File: src/rtl/mem_access_unit_if.sv
// Bundle for the MEM-stage load/store request, its response and the word-addressed data memory port.
// slave is the mem_access_unit side; master is the pipeline/memory environment side.
interface mem_access_unit_if;
    logic        req_valid;
    logic        is_load;
    logic        is_store;
    logic [1:0]  size;
    logic        ld_unsigned;
    logic [31:0] addr;
    logic [31:0] st_data;
    logic        stall;
    logic        load_valid;
    logic [31:0] load_data;
    logic        addr_exc;
    logic [2:0]  mem_read;
    logic [2:0]  mem_write;
    logic [31:0] mem_addr;
    logic [31:0] mem_din;
    logic [31:0] mem_dout;

    modport slave (
        input  req_valid, is_load, is_store, size, ld_unsigned, addr, st_data, mem_dout,
        output stall, load_valid, load_data, addr_exc, mem_read, mem_write, mem_addr, mem_din
    );

    modport master (
        output req_valid, is_load, is_store, size, ld_unsigned, addr, st_data, mem_dout,
        input  stall, load_valid, load_data, addr_exc, mem_read, mem_write, mem_addr, mem_din
    );
endinterface

File: src/rtl/mem_access_unit.sv
// MIPS MEM-stage load/store requester over a word-addressed synchronous memory, big-endian lanes.
// Optional macro LSU_RMW_EN: sub-word stores become read-modify-write instead of lane-coded writes.
module mem_access_unit (
    input  logic              i_clka,
    input  logic              i_reset,
    mem_access_unit_if.slave  io_bus
);
    localparam logic [2:0] C_WORD = 3'd0;
    localparam logic [2:0] C_HALF = 3'd1;
    localparam logic [2:0] C_BYTE = 3'd2;
    localparam logic [2:0] C_NONE = 3'd7;

    typedef enum logic [2:0] {
        S_IDLE,
        S_LD_WAIT,
`ifdef LSU_RMW_EN
        S_RMW_RD,
        S_RMW_WR,
`endif
        S_LD_DONE
    } state_t;

    state_t      r_state;
    state_t      w_next;
    logic [31:0] r_load_data_p1;
    logic        w_load_en;
    logic        w_err;

    function automatic logic [31:0] extend_load(input logic [31:0] word, input logic [1:0] sz,
                                                input logic [1:0] off, input logic uns);
        logic [15:0] half;
        logic [7:0]  b8;
        logic [31:0] res;
        half = off[1] ? word[15:0] : word[31:16];
        case (off)
            2'd0:    b8 = word[31:24];
            2'd1:    b8 = word[23:16];
            2'd2:    b8 = word[15:8];
            default: b8 = word[7:0];
        endcase
        case (sz)
            2'd1:    res = uns ? {16'h0000, half} : {{16{half[15]}}, half};
            2'd2:    res = uns ? {24'h000000, b8} : {{24{b8[7]}}, b8};
            default: res = word;
        endcase
        return res;
    endfunction

`ifdef LSU_RMW_EN
    logic [31:0] r_merge_p1;
    logic        w_merge_en;

    function automatic logic [31:0] merge_store(input logic [31:0] word, input logic [1:0] sz,
                                                input logic [1:0] off, input logic [31:0] data);
        logic [31:0] res;
        res = word;
        if (sz == 2'd1) begin
            if (off[1]) res[15:0]  = data[15:0];
            else        res[31:16] = data[15:0];
        end else begin
            case (off)
                2'd0:    res[31:24] = data[7:0];
                2'd1:    res[23:16] = data[7:0];
                2'd2:    res[15:8]  = data[7:0];
                default: res[7:0]   = data[7:0];
            endcase
        end
        return res;
    endfunction
`endif

    assign w_err = io_bus.req_valid &&
                   ((io_bus.size == 2'd3) ||
                    (io_bus.size == 2'd0 && io_bus.addr[1:0] != 2'd0) ||
                    (io_bus.size == 2'd1 && io_bus.addr[0]) ||
                    (io_bus.is_load && io_bus.is_store) ||
                    (!io_bus.is_load && !io_bus.is_store));

    always_comb begin
        w_next           = r_state;
        w_load_en        = 1'b0;
`ifdef LSU_RMW_EN
        w_merge_en       = 1'b0;
`endif
        io_bus.stall     = 1'b0;
        io_bus.addr_exc  = 1'b0;
        io_bus.mem_read  = C_NONE;
        io_bus.mem_write = C_NONE;
        io_bus.mem_din   = '0;
        io_bus.mem_addr  = {2'b00, io_bus.addr[31:2]};
        case (r_state)
            S_IDLE: begin
                if (io_bus.req_valid) begin
                    if (w_err) begin
                        io_bus.addr_exc = 1'b1;
                    end else if (io_bus.is_load) begin
                        io_bus.mem_read = C_WORD;
                        io_bus.stall    = 1'b1;
                        w_next          = S_LD_WAIT;
                    end else if (io_bus.size == 2'd0) begin
                        io_bus.mem_write = C_WORD;
                        io_bus.mem_din   = io_bus.st_data;
                    end else begin
`ifdef LSU_RMW_EN
                        io_bus.mem_read = C_WORD;
                        io_bus.stall    = 1'b1;
                        w_next          = S_RMW_RD;
`else
                        io_bus.mem_write = (io_bus.size == 2'd1) ? C_HALF : C_BYTE;
                        io_bus.mem_din   = (io_bus.size == 2'd1) ? {io_bus.st_data[15:0], 16'h0000}
                                                                 : {io_bus.st_data[7:0], 24'h000000};
`endif
                    end
                end
            end
            // stage 1: read word returns, load lane is extended and captured
            S_LD_WAIT: begin
                io_bus.stall = 1'b1;
                w_load_en    = 1'b1;
                w_next       = S_LD_DONE;
            end
            // stage 2: result presented; the held request is ignored this cycle
            S_LD_DONE: begin
                w_next = S_IDLE;
            end
`ifdef LSU_RMW_EN
            S_RMW_RD: begin
                io_bus.stall = 1'b1;
                w_merge_en   = 1'b1;
                w_next       = S_RMW_WR;
            end
            S_RMW_WR: begin
                io_bus.mem_write = C_WORD;
                io_bus.mem_din   = r_merge_p1;
                w_next           = S_IDLE;
            end
`endif
            default: w_next = S_IDLE;
        endcase
        if (i_reset) begin
            w_next           = S_IDLE;
            w_load_en        = 1'b0;
`ifdef LSU_RMW_EN
            w_merge_en       = 1'b0;
`endif
            io_bus.stall     = 1'b0;
            io_bus.addr_exc  = 1'b0;
            io_bus.mem_read  = C_NONE;
            io_bus.mem_write = C_NONE;
            io_bus.mem_din   = '0;
            io_bus.mem_addr  = '0;
        end
    end

    always_ff @(posedge i_clka) begin
        if (i_reset) begin
            r_state        <= S_IDLE;
            r_load_data_p1 <= '0;
        end else begin
            r_state <= w_next;
            if (w_load_en)
                r_load_data_p1 <= extend_load(io_bus.mem_dout, io_bus.size, io_bus.addr[1:0],
                                              io_bus.ld_unsigned);
        end
    end

`ifdef LSU_RMW_EN
    // stage 1 of a sub-word store: merged word is held for the write-back cycle
    always_ff @(posedge i_clka) begin
        if (w_merge_en)
            r_merge_p1 <= merge_store(io_bus.mem_dout, io_bus.size, io_bus.addr[1:0], io_bus.st_data);
    end
`endif

    assign io_bus.load_valid = (r_state == S_LD_DONE) && !i_reset;
    assign io_bus.load_data  = r_load_data_p1;
endmodule

File: src/flat_wrapper.sv
// flat-port wrapper written by rule: the top's interface ports become plain ports
module mem_access_unit_flat 
  (i_clka, i_reset, io_bus_req_valid, io_bus_is_load, io_bus_is_store, io_bus_size, io_bus_ld_unsigned, io_bus_addr, io_bus_st_data, io_bus_mem_dout, io_bus_stall, io_bus_load_valid, io_bus_load_data, io_bus_addr_exc, io_bus_mem_read, io_bus_mem_write, io_bus_mem_addr, io_bus_mem_din);
  mem_access_unit_if io_bus_i ();
  input  logic i_clka;
  input  logic i_reset;
  input wire logic [$bits(io_bus_i.req_valid)-1:0] io_bus_req_valid;
  input wire logic [$bits(io_bus_i.is_load)-1:0] io_bus_is_load;
  input wire logic [$bits(io_bus_i.is_store)-1:0] io_bus_is_store;
  input wire logic [$bits(io_bus_i.size)-1:0] io_bus_size;
  input wire logic [$bits(io_bus_i.ld_unsigned)-1:0] io_bus_ld_unsigned;
  input wire logic [$bits(io_bus_i.addr)-1:0] io_bus_addr;
  input wire logic [$bits(io_bus_i.st_data)-1:0] io_bus_st_data;
  input wire logic [$bits(io_bus_i.mem_dout)-1:0] io_bus_mem_dout;
  output wire logic [$bits(io_bus_i.stall)-1:0] io_bus_stall;
  output wire logic [$bits(io_bus_i.load_valid)-1:0] io_bus_load_valid;
  output wire logic [$bits(io_bus_i.load_data)-1:0] io_bus_load_data;
  output wire logic [$bits(io_bus_i.addr_exc)-1:0] io_bus_addr_exc;
  output wire logic [$bits(io_bus_i.mem_read)-1:0] io_bus_mem_read;
  output wire logic [$bits(io_bus_i.mem_write)-1:0] io_bus_mem_write;
  output wire logic [$bits(io_bus_i.mem_addr)-1:0] io_bus_mem_addr;
  output wire logic [$bits(io_bus_i.mem_din)-1:0] io_bus_mem_din;
  assign io_bus_i.req_valid = io_bus_req_valid;
  assign io_bus_i.is_load = io_bus_is_load;
  assign io_bus_i.is_store = io_bus_is_store;
  assign io_bus_i.size = io_bus_size;
  assign io_bus_i.ld_unsigned = io_bus_ld_unsigned;
  assign io_bus_i.addr = io_bus_addr;
  assign io_bus_i.st_data = io_bus_st_data;
  assign io_bus_i.mem_dout = io_bus_mem_dout;
  assign io_bus_stall = io_bus_i.stall;
  assign io_bus_load_valid = io_bus_i.load_valid;
  assign io_bus_load_data = io_bus_i.load_data;
  assign io_bus_addr_exc = io_bus_i.addr_exc;
  assign io_bus_mem_read = io_bus_i.mem_read;
  assign io_bus_mem_write = io_bus_i.mem_write;
  assign io_bus_mem_addr = io_bus_i.mem_addr;
  assign io_bus_mem_din = io_bus_i.mem_din;
  mem_access_unit u_core (.i_clka(i_clka), .i_reset(i_reset), .io_bus(io_bus_i));
endmodule
File: config.mk
export PLATFORM = sky130hd
export DESIGN_NAME = mem_access_unit_flat
export DESIGN_NICKNAME = d
export VERILOG_FILES = /design/src/rtl/mem_access_unit_if.sv /design/src/rtl/mem_access_unit.sv /design/src/flat_wrapper.sv
export SDC_FILE = /design/constraint.sdc
export NUM_CORES = 1
export LEC_CHECK = 0
export ABC_AREA = 1
export CORE_ASPECT_RATIO = 0.6
export CORE_MARGIN = 2
export CORE_UTILIZATION = 38
export DETAILED_ROUTE_END_ITERATION = 10
export PLACE_DENSITY_LB_ADDON = 0.08
export SYNTH_ARGS = -nofsm -noshare
export SYNTH_HDL_FRONTEND = slang
export SYNTH_SLANG_ARGS = --single-unit
export TNS_END_PERCENT = 10
File: constraint.sdc
create_clock -name i_clka -period 5.2 [get_ports i_clka]
set_clock_uncertainty 0.15 [all_clocks]
set_input_delay 0.78 -clock i_clka [delete_from_list [all_inputs] [get_ports i_clka]]
set_output_delay 0.78 -clock i_clka [all_outputs]
set_load 0.01 [all_outputs]
* Yosys cells after proc, flatten, opt, wreduce, memory -nomap -nowiden *
Cells that the tools add are included.

operators by class
  multiplexer cells = 40
  equal/unequal tests = 10
  reductions and logical operators = 18

operators by type and width
  kind                                                                   number
  32-bit 2-to-1 mux                                                      9
  32-bit case mux with 2 select lines                                    1
  3-bit 2-to-1 mux                                                       14
  30-bit 2-to-1 mux                                                      1
  8-bit case mux with 3 select lines                                     1
  16-bit 2-to-1 mux                                                      1
  1-bit 2-to-1 mux                                                       10
  2-bit equality test, second input constant                             3
  1-bit logical AND                                                      6
  2-bit != test, second input constant                                   3
  3-bit case mux with 2 select lines                                     1
  2-bit by 1-bit equality test with 1-bit output, second input constant  2
  2-bit zero test                                                        2
  1-bit logical OR                                                       4
  3-bit by 1-bit equality test with 1-bit output, second input constant  1
  3-bit by 2-bit equality test with 1-bit output, second input constant  1
  1-bit zero test                                                        3
  3-bit zero test                                                        1
  3-bit AND reduction                                                    1
  2-bit 2-to-1 mux                                                       1
  1-bit case mux with 2 select lines                                     1
  2-bit nonzero test                                                     1

storage, ports and cells
  output and inout port bits = 105
  logic and storage cells = 70
  flip-flop bits (word level) = 35

* Longest topological paths before layout *
  depth after elaboration = 11
  gate-level depth with buffers = 10

* Worst setup path before layout *
OpenSTA, ideal clock, no wires.

  path kind = input to output
  from = in io_bus_size[0]
  to = out io_bus_mem_din[30]
  slack = 2.371 ns
  buffers on the path = 2
  arrival = 1.899 ns
  data required time = 4.270 ns
  cell stages on the path = 7
  cells stage by stage = inv_1 -> ha_1 -> buf_2 -> nor2_2 -> buf_2 -> nand2_1 -> a31oi_1

between the ends
  cells in the longest elaborated chain, start to end = 11
  elaborated cells between the ends (all ways) = 17

ends and longest elaborated chain
  item                   RTL line                                       source
  from (decl)            flat_wrapper.sv:10                             input wire logic [$bits(io_bus_i.size)-1:0] io_bus_size;
  2-bit zero test        mem_access_unit.sv:74, mem_access_unit.sv:100
  1-bit logical AND      mem_access_unit.sv:74                          (io_bus.size == 2'd0 && io_bus.addr[1:0] != 2'd0) ||
  1-bit logical OR       mem_access_unit.sv:73                          ((io_bus.size == 2'd3) ||
  1-bit logical OR       mem_access_unit.sv:74
  1-bit logical OR       mem_access_unit.sv:75                          (io_bus.size == 2'd1 && io_bus.addr[0]) ||
  1-bit logical OR       mem_access_unit.sv:76                          (io_bus.is_load && io_bus.is_store) ||
  1-bit logical AND      mem_access_unit.sv:72                          assign w_err = io_bus.req_valid &&
  32-bit 2-to-1 mux (*)  mem_access_unit.sv:94                          if (w_err) begin
  32-bit 2-to-1 mux (*)  mem_access_unit.sv:93                          if (io_bus.req_valid) begin
  32-bit 2-to-1 mux (*)  mem_access_unit.sv:91                          case (r_state)
  32-bit 2-to-1 mux (*)  mem_access_unit.sv:140                         if (i_reset) begin
  to (decl)              flat_wrapper.sv:22                             output wire logic [$bits(io_bus_i.mem_din)-1:0] io_bus_mem_din;

Mark *: on every way between the ends. The rest lies on a longest branch, timed or not.

* Final worst setup path *
  from = in io_bus_size[1]
  to = out io_bus_mem_din[1]

The elaborated chain is that of the path after synthesis.

==> flow_summary_export.csv <==
group,metric,value,unit
layout,multi_input_area,0.00167,mm^2
grt,grt_pass1_vias,3319,
logic_synthesis,ys_seq_elements,34,
power,p_comb_share,31.7,%
logic_synthesis,synth_seq_area_share,24.3,%
placement,place_inst,736,
floorplanning,start_util,38.9,%
floorplanning,core_area,0.00721,mm^2
cts,clock_latency,0.27,ns
power,p_sw_share,27.9,%
power,clockPowerShare,35.5,%
route,viasPerCell,4.83,
grt,grt_pass1_wl,15700,um
cts,cts_hold_buffers,0,
logic_synthesis,avgSynthCellArea,6.02,um^2
setup_path,crit_arrival,3.49,ns
placement,hpwl,8000,um
cts,cts_buffer_depth,2,
route,firstDrtPassIters,5,
sta,finalHoldViolCount,0,
layout,fillers,624,
grt,grt_max_degree,50,
setup_path,critPathRequiredTime,4.27,ns
setup_path,path_cells,"clkdlybuf4s50_1 > inv_1 > ha_1 > a21oi_4 > nand2_2 > nor2_4 > nand2_2 > clkinv_4 > nand2_4 > nor2_1 > clkdlybuf4s50_1",
cts,clkTransAtPathRegs,0.05,ns
placement,io_buffers,206,
power,p_leak,0.00226,uW
setup_path,critPathKind,"in2out",
placement,place_area,0.00482,mm^2
cts,postCtsResizedCells,0,
sta,post-route-min-period,4.42,ns
grt,overflow,0,
layout,area_delta_synth_final,77.3,%
logic_synthesis,synth.distinct_cells,34,
sta,hold_ws,0.318,ns
cts,cts_buffers,5,
route,vias,3591,
placement,place.gp.congestion,0.845,
sta,setup_viol,0,
sta,min_period_over_period,85.1,%
cts,cts_setup_buffers,0,
logic_synthesis,synthCells,466,
cts,cts_sinks,34,
setup_path,critPathMaxFanout,18,
layout,fin_nets,761,
floorplanning,boundaryPins,209,
layout,final_cell_mix,"clkdlybuf4s50_1 (206), nand2_1 (92), nor2_1 (70), inv_1 (63), a21oi_1 (56)",
floorplanning,dieArea,0.00810,mm^2
setup_path,slowest_stage,"clkdlybuf4s50_1",
cts,htree_levels,2,
layout,design_area,0.00497,mm^2
route,drtIter0Drc,243,
layout,layout-drive-gt1-share,7.50,%
power,p_seq_share,32.8,%
setup_path,end_kind,"output port",
sta,worst_pin_slew,0.603,ns
logic_synthesis,synth_area,0.00280,mm^2
route,post_drt_wl_per_cell,13.7,um
cts,cts_tree,"built",
route,ant_nets,0,
floorplanning,die_w,115,um
floorplanning,die_y,70.5,um
layout,antenna_cells,0,
run,maxCapViolCount,0,
power,p_sw,230,uW
status,status,"complete, no violations",
power,powerDensity,166,mW/mm^2
sta,fin_setup_tns,0,ns
setup_path,worst_path_largest_cell_delay,0.56,ns
logic_synthesis,yosysWarningCount,0,
route,route.detailed.drc,0,
grt,antenna_found_initial,0,
sta,clock.fmax,0.226,GHz
cts,cts-root-buf,"clkbuf_16",
sta,slew_headroom,59.7,%
layout,post-route-util,69.0,%
sta,slew_viol_final,0,
layout,seq_area,681,um^2
setup_path,startpoint_type,"input pin",
layout,mostFrequentLayoutCell,"clkdlybuf4s50_1",
floorplanning,fp-row-count,24,
grt,grt_use_total,24.0,%
power,ir_drop,0.000122,V
route,routed_wl,10200,um
layout,final_cells,744,
power,p_int,595,uW
sta,rsz0062_at_grt,"no",
worst_hold_path,hold_class,"reg2reg",
## metrics by stage
stage / setup WS [ns] / total power [uW]
finish: 0.776 / 824
global route: 0.597 / 868
CTS: 0.756 / 830
detailed placement: 0.767 / 534
global placement: 0.895 / 532
floorplan: 2.37 / 390
## synth_stat cells, drive strengths merged
master	number	area share (%)
conb	1	0.13
clkinv	2	0.45
nand3	42	7.7
a221oi	3	0.94
xnor2	1	0.31
ha	5	2.2
nor2	82	14
a21oi	67	14
buf	20	5.3
o211ai	1	0.27
dfxtp	34	24
o21ai	23	4.4
clkbuf	13	1.7
inv	66	8.8
nand2	98	14
and3	1	0.22
a31oi	5	1.1
or2	2	0.45
## path summary, 6_finish.rpt
check	start	to	slack, ns	depth (start not counted)
max	io_bus_size[1]	io_bus_mem_din[1]	0.78	11
min	u_core.io_bus.load_data[8]	u_core.io_bus.load_data[8]	0.32	2
max reg2reg	u_core.r_state[1]	u_core.io_bus.load_data[24]	3.50	6
min reg2reg	u_core.io_bus.load_data[8]	u_core.io_bus.load_data[8]	0.32	2
## power by group through the flow
| stage | logic [uW] | registers, uW | clock network, uW |
|---|---|---|---|
| 6_report | 261 | 270 | 293 |
| 3_3_place_gp | 256 | 275 | 0 |
| 5_1_grt | 285 | 271 | 312 |
| 3_5_place_dp | 259 | 276 | 0 |
| 2_1_floorplan | 112 | 278 | 0 |
| 4_1_cts | 261 | 270 | 298 |
## routing by layer
metal / up-vias / part of all wire [%] / track usage (%)
li1: 1835 / - / -
met1: 1599 / 42 / 30.6
met2: 143 / 46 / 40.0
met3: 14 / 9.7 / 7.37
met4: 0 / 1.7 / 6.02
met5: - / 0 / 0
## area by class of cell
cell class	count	area share, %
Clock buffer	7	2.87
Clock inverter	1	0.101
Multi-Input combinational cell	332	33.6
Sequential cell	34	13.7
Inverter	68	5.23
Timing Repair Buffer	211	42.2
Tap cell	91	2.29
## critical path: cells and delay by family
kind	cells	cell delay, ns
buffers and inverters	4	1.34
AND/OR/NAND/NOR	5	0.76
adder cells (fa/ha/maj)	1	0.37
AO/OA/AOI/OAI	1	0.22
## flip-flops by register name, summed over array words and instances, names as in the netlist
name / cells
u_core.r_state: 2
u_core.io_bus.load_data: 32
## logic make-up (layout without fill, tap and decap cells)
group           after synthesis  count (layout)  share of synthesized area (%)
compound gates               99              99                           20.4
xor+xnor                      1               1                          0.312
fa+ha+maj                     5               5                           2.23
buf+inv                     101             287                           16.3
flops                        34              34                           24.3
other cells                   1               2                          0.134
simple gates                225             225                           36.4
Note: power is estimated with default switching activity, not from simulation.
==> patch (config.mk and constraints unchanged) <==
Re-encode `state_t` (3 states) as one-hot, 3 bits wide.
--- a/src/rtl/mem_access_unit.sv
+++ b/src/rtl/mem_access_unit.sv
@@ -11,13 +11,13 @@
     localparam logic [2:0] C_NONE = 3'd7;
 
     typedef enum logic [2:0] {
-        S_IDLE,
-        S_LD_WAIT,
+        S_IDLE    = 3'b001,
+        S_LD_WAIT = 3'b010,
 `ifdef LSU_RMW_EN
         S_RMW_RD,
         S_RMW_WR,
 `endif
-        S_LD_DONE
+        S_LD_DONE = 3'b100
     } state_t;
 
     state_t      r_state;
Function: no difference found for any inputs over 10 cycles, from zero or initial values and one cycle with i_reset high; not proved beyond that.
==> patch against the unedited design <==
Critical path depth fell by 3; utilization is 0.35 points higher; worst setup slack gained 8.8 ps; power fell by 2.5%; sequential cell count is 1 higher; synthesized area decreased by 1.5%; sequential power is essentially flat; synthesized cell count decreased by 2.4%; routed wire length grew 0.32%; design area decreased by 0.33%; cell count down 1.2%; register-to-register slack worse by 260 ps.
==> patch: results <==
outcome:
  status: "finished, final reports clean"
setup_path:
  arrival_ps: 3480
  rrSetupSlack_ps: 3240
  slowest_stage: "inv_2"
  reg2reg_from: "u_core.r_state[1]"
  crit_fanout: 36
  r2r-end: "u_core.io_bus.load_data[6]"
  worst_r2r_path_depth: 4
route:
  via_per_inst: 4.86
  first_iter_violations: 184
  drt_first_pass_iters: 5
  routed_wl_mm: 10.2
global_routing:
  grt_use_total_pct: 24.5
  first_global_vias: 3175
  grt_max_degree: 40
  grt_pass1_wl_mm: 15.8
sta:
  worst_slew_pin_slew_ps: 1100
  timing.hold.ws_ps: 315
yosys:
  synth_common_cells: "87 x nand2_1, 75 x inv_1, 68 x a21oi_1"
  ys_seq_area_share_pct: 25.4
power:
  vdd_drop_max_uv: 123
  p_leak_uw: 0.00223
hold_path:
  hold_start: "u_core.io_bus.load_data[7]"
  min_path_type: "reg2reg"
  min_to: "u_core.io_bus.load_data[7]"
finish:
  drive_above_1_share_pct: 7.30
cts:
  postCtsSetupBuffers: 0
placed_design:
  dpl-instance-area_um2: 4810
  place.gp.congestion: 0.871
  dpl.hpwl_mm: 8.16
  dpl_worst_slack_ps: 818
==> patch: how the worst max path moves through the flow <==
stage	start	to	slack [ps]	cells past startpoint
2_1_floorplan	io_bus_size[1]	io_bus_mem_read[1]	2340	7
3_3_place_gp	i_reset	io_bus_stall	860	8
3_5_place_dp	i_reset	io_bus_stall	820	8
4_1_cts	i_reset	io_bus_stall	800	8
5_1_grt	i_reset	io_bus_stall	550	8
6_report	i_reset	io_bus_stall	790	8
==> patch: cells by family after synthesis <==
kind of cell	count (synthesis)	share of synthesized area, %
compound gates	122	25.0
xor+xnor	1	0.317
fa+ha+maj	5	2.27
buf+inv	110	16.9
flops	35	25.4
other cells	1	0.136
simple gates	181	30.0
==> patch: power by group <==
part	switching (uW)	leakage (uW)	internal (uW)	total [uW]
clock network	108	0.0000727	187	294
logic	112	0.00187	127	239
registers	0.480	0.000282	269	269
total	220	0.00223	583	803
==> patch: metal layers <==
layer	up-vias	global-route usage, %	wire, um
met3	13	5.56	791
li1	1809	-	-
met2	148	41.5	4780
met1	1601	31.5	4510
met5	-	0	0
met4	0	6.10	128
==> patch: final cells by class <==
class / instances / area (um2)
inverter: 80 / 300
tap: 91 / 114
clock buffer: 6 / 139
multi-input combinational: 311 / 1600
sequential: 35 / 701
timing repair buffer: 211 / 2100
fill: 636 / 2190
clock inverter: 1 / 5.00
==> patch: metrics by stage <==
step                      utilization [%]  power (uW)  instances
final                                69.3         803        735
after floorplan                         -         380        456
after global placement               67.3         509        728
after global routing                 69.3         833        735
after CTS                            69.3         802        735
after detailed placement             67.3         513        728
==> patch: worst register-to-register path, delay by kind of cell (launching register included) <==
kind | cells | cell delay (ps)
AO/OA/AOI/OAI | 2 | 320
buffers and inverters | 1 | 560
flip-flops | 1 | 410
AND/OR/NAND/NOR | 1 | 450
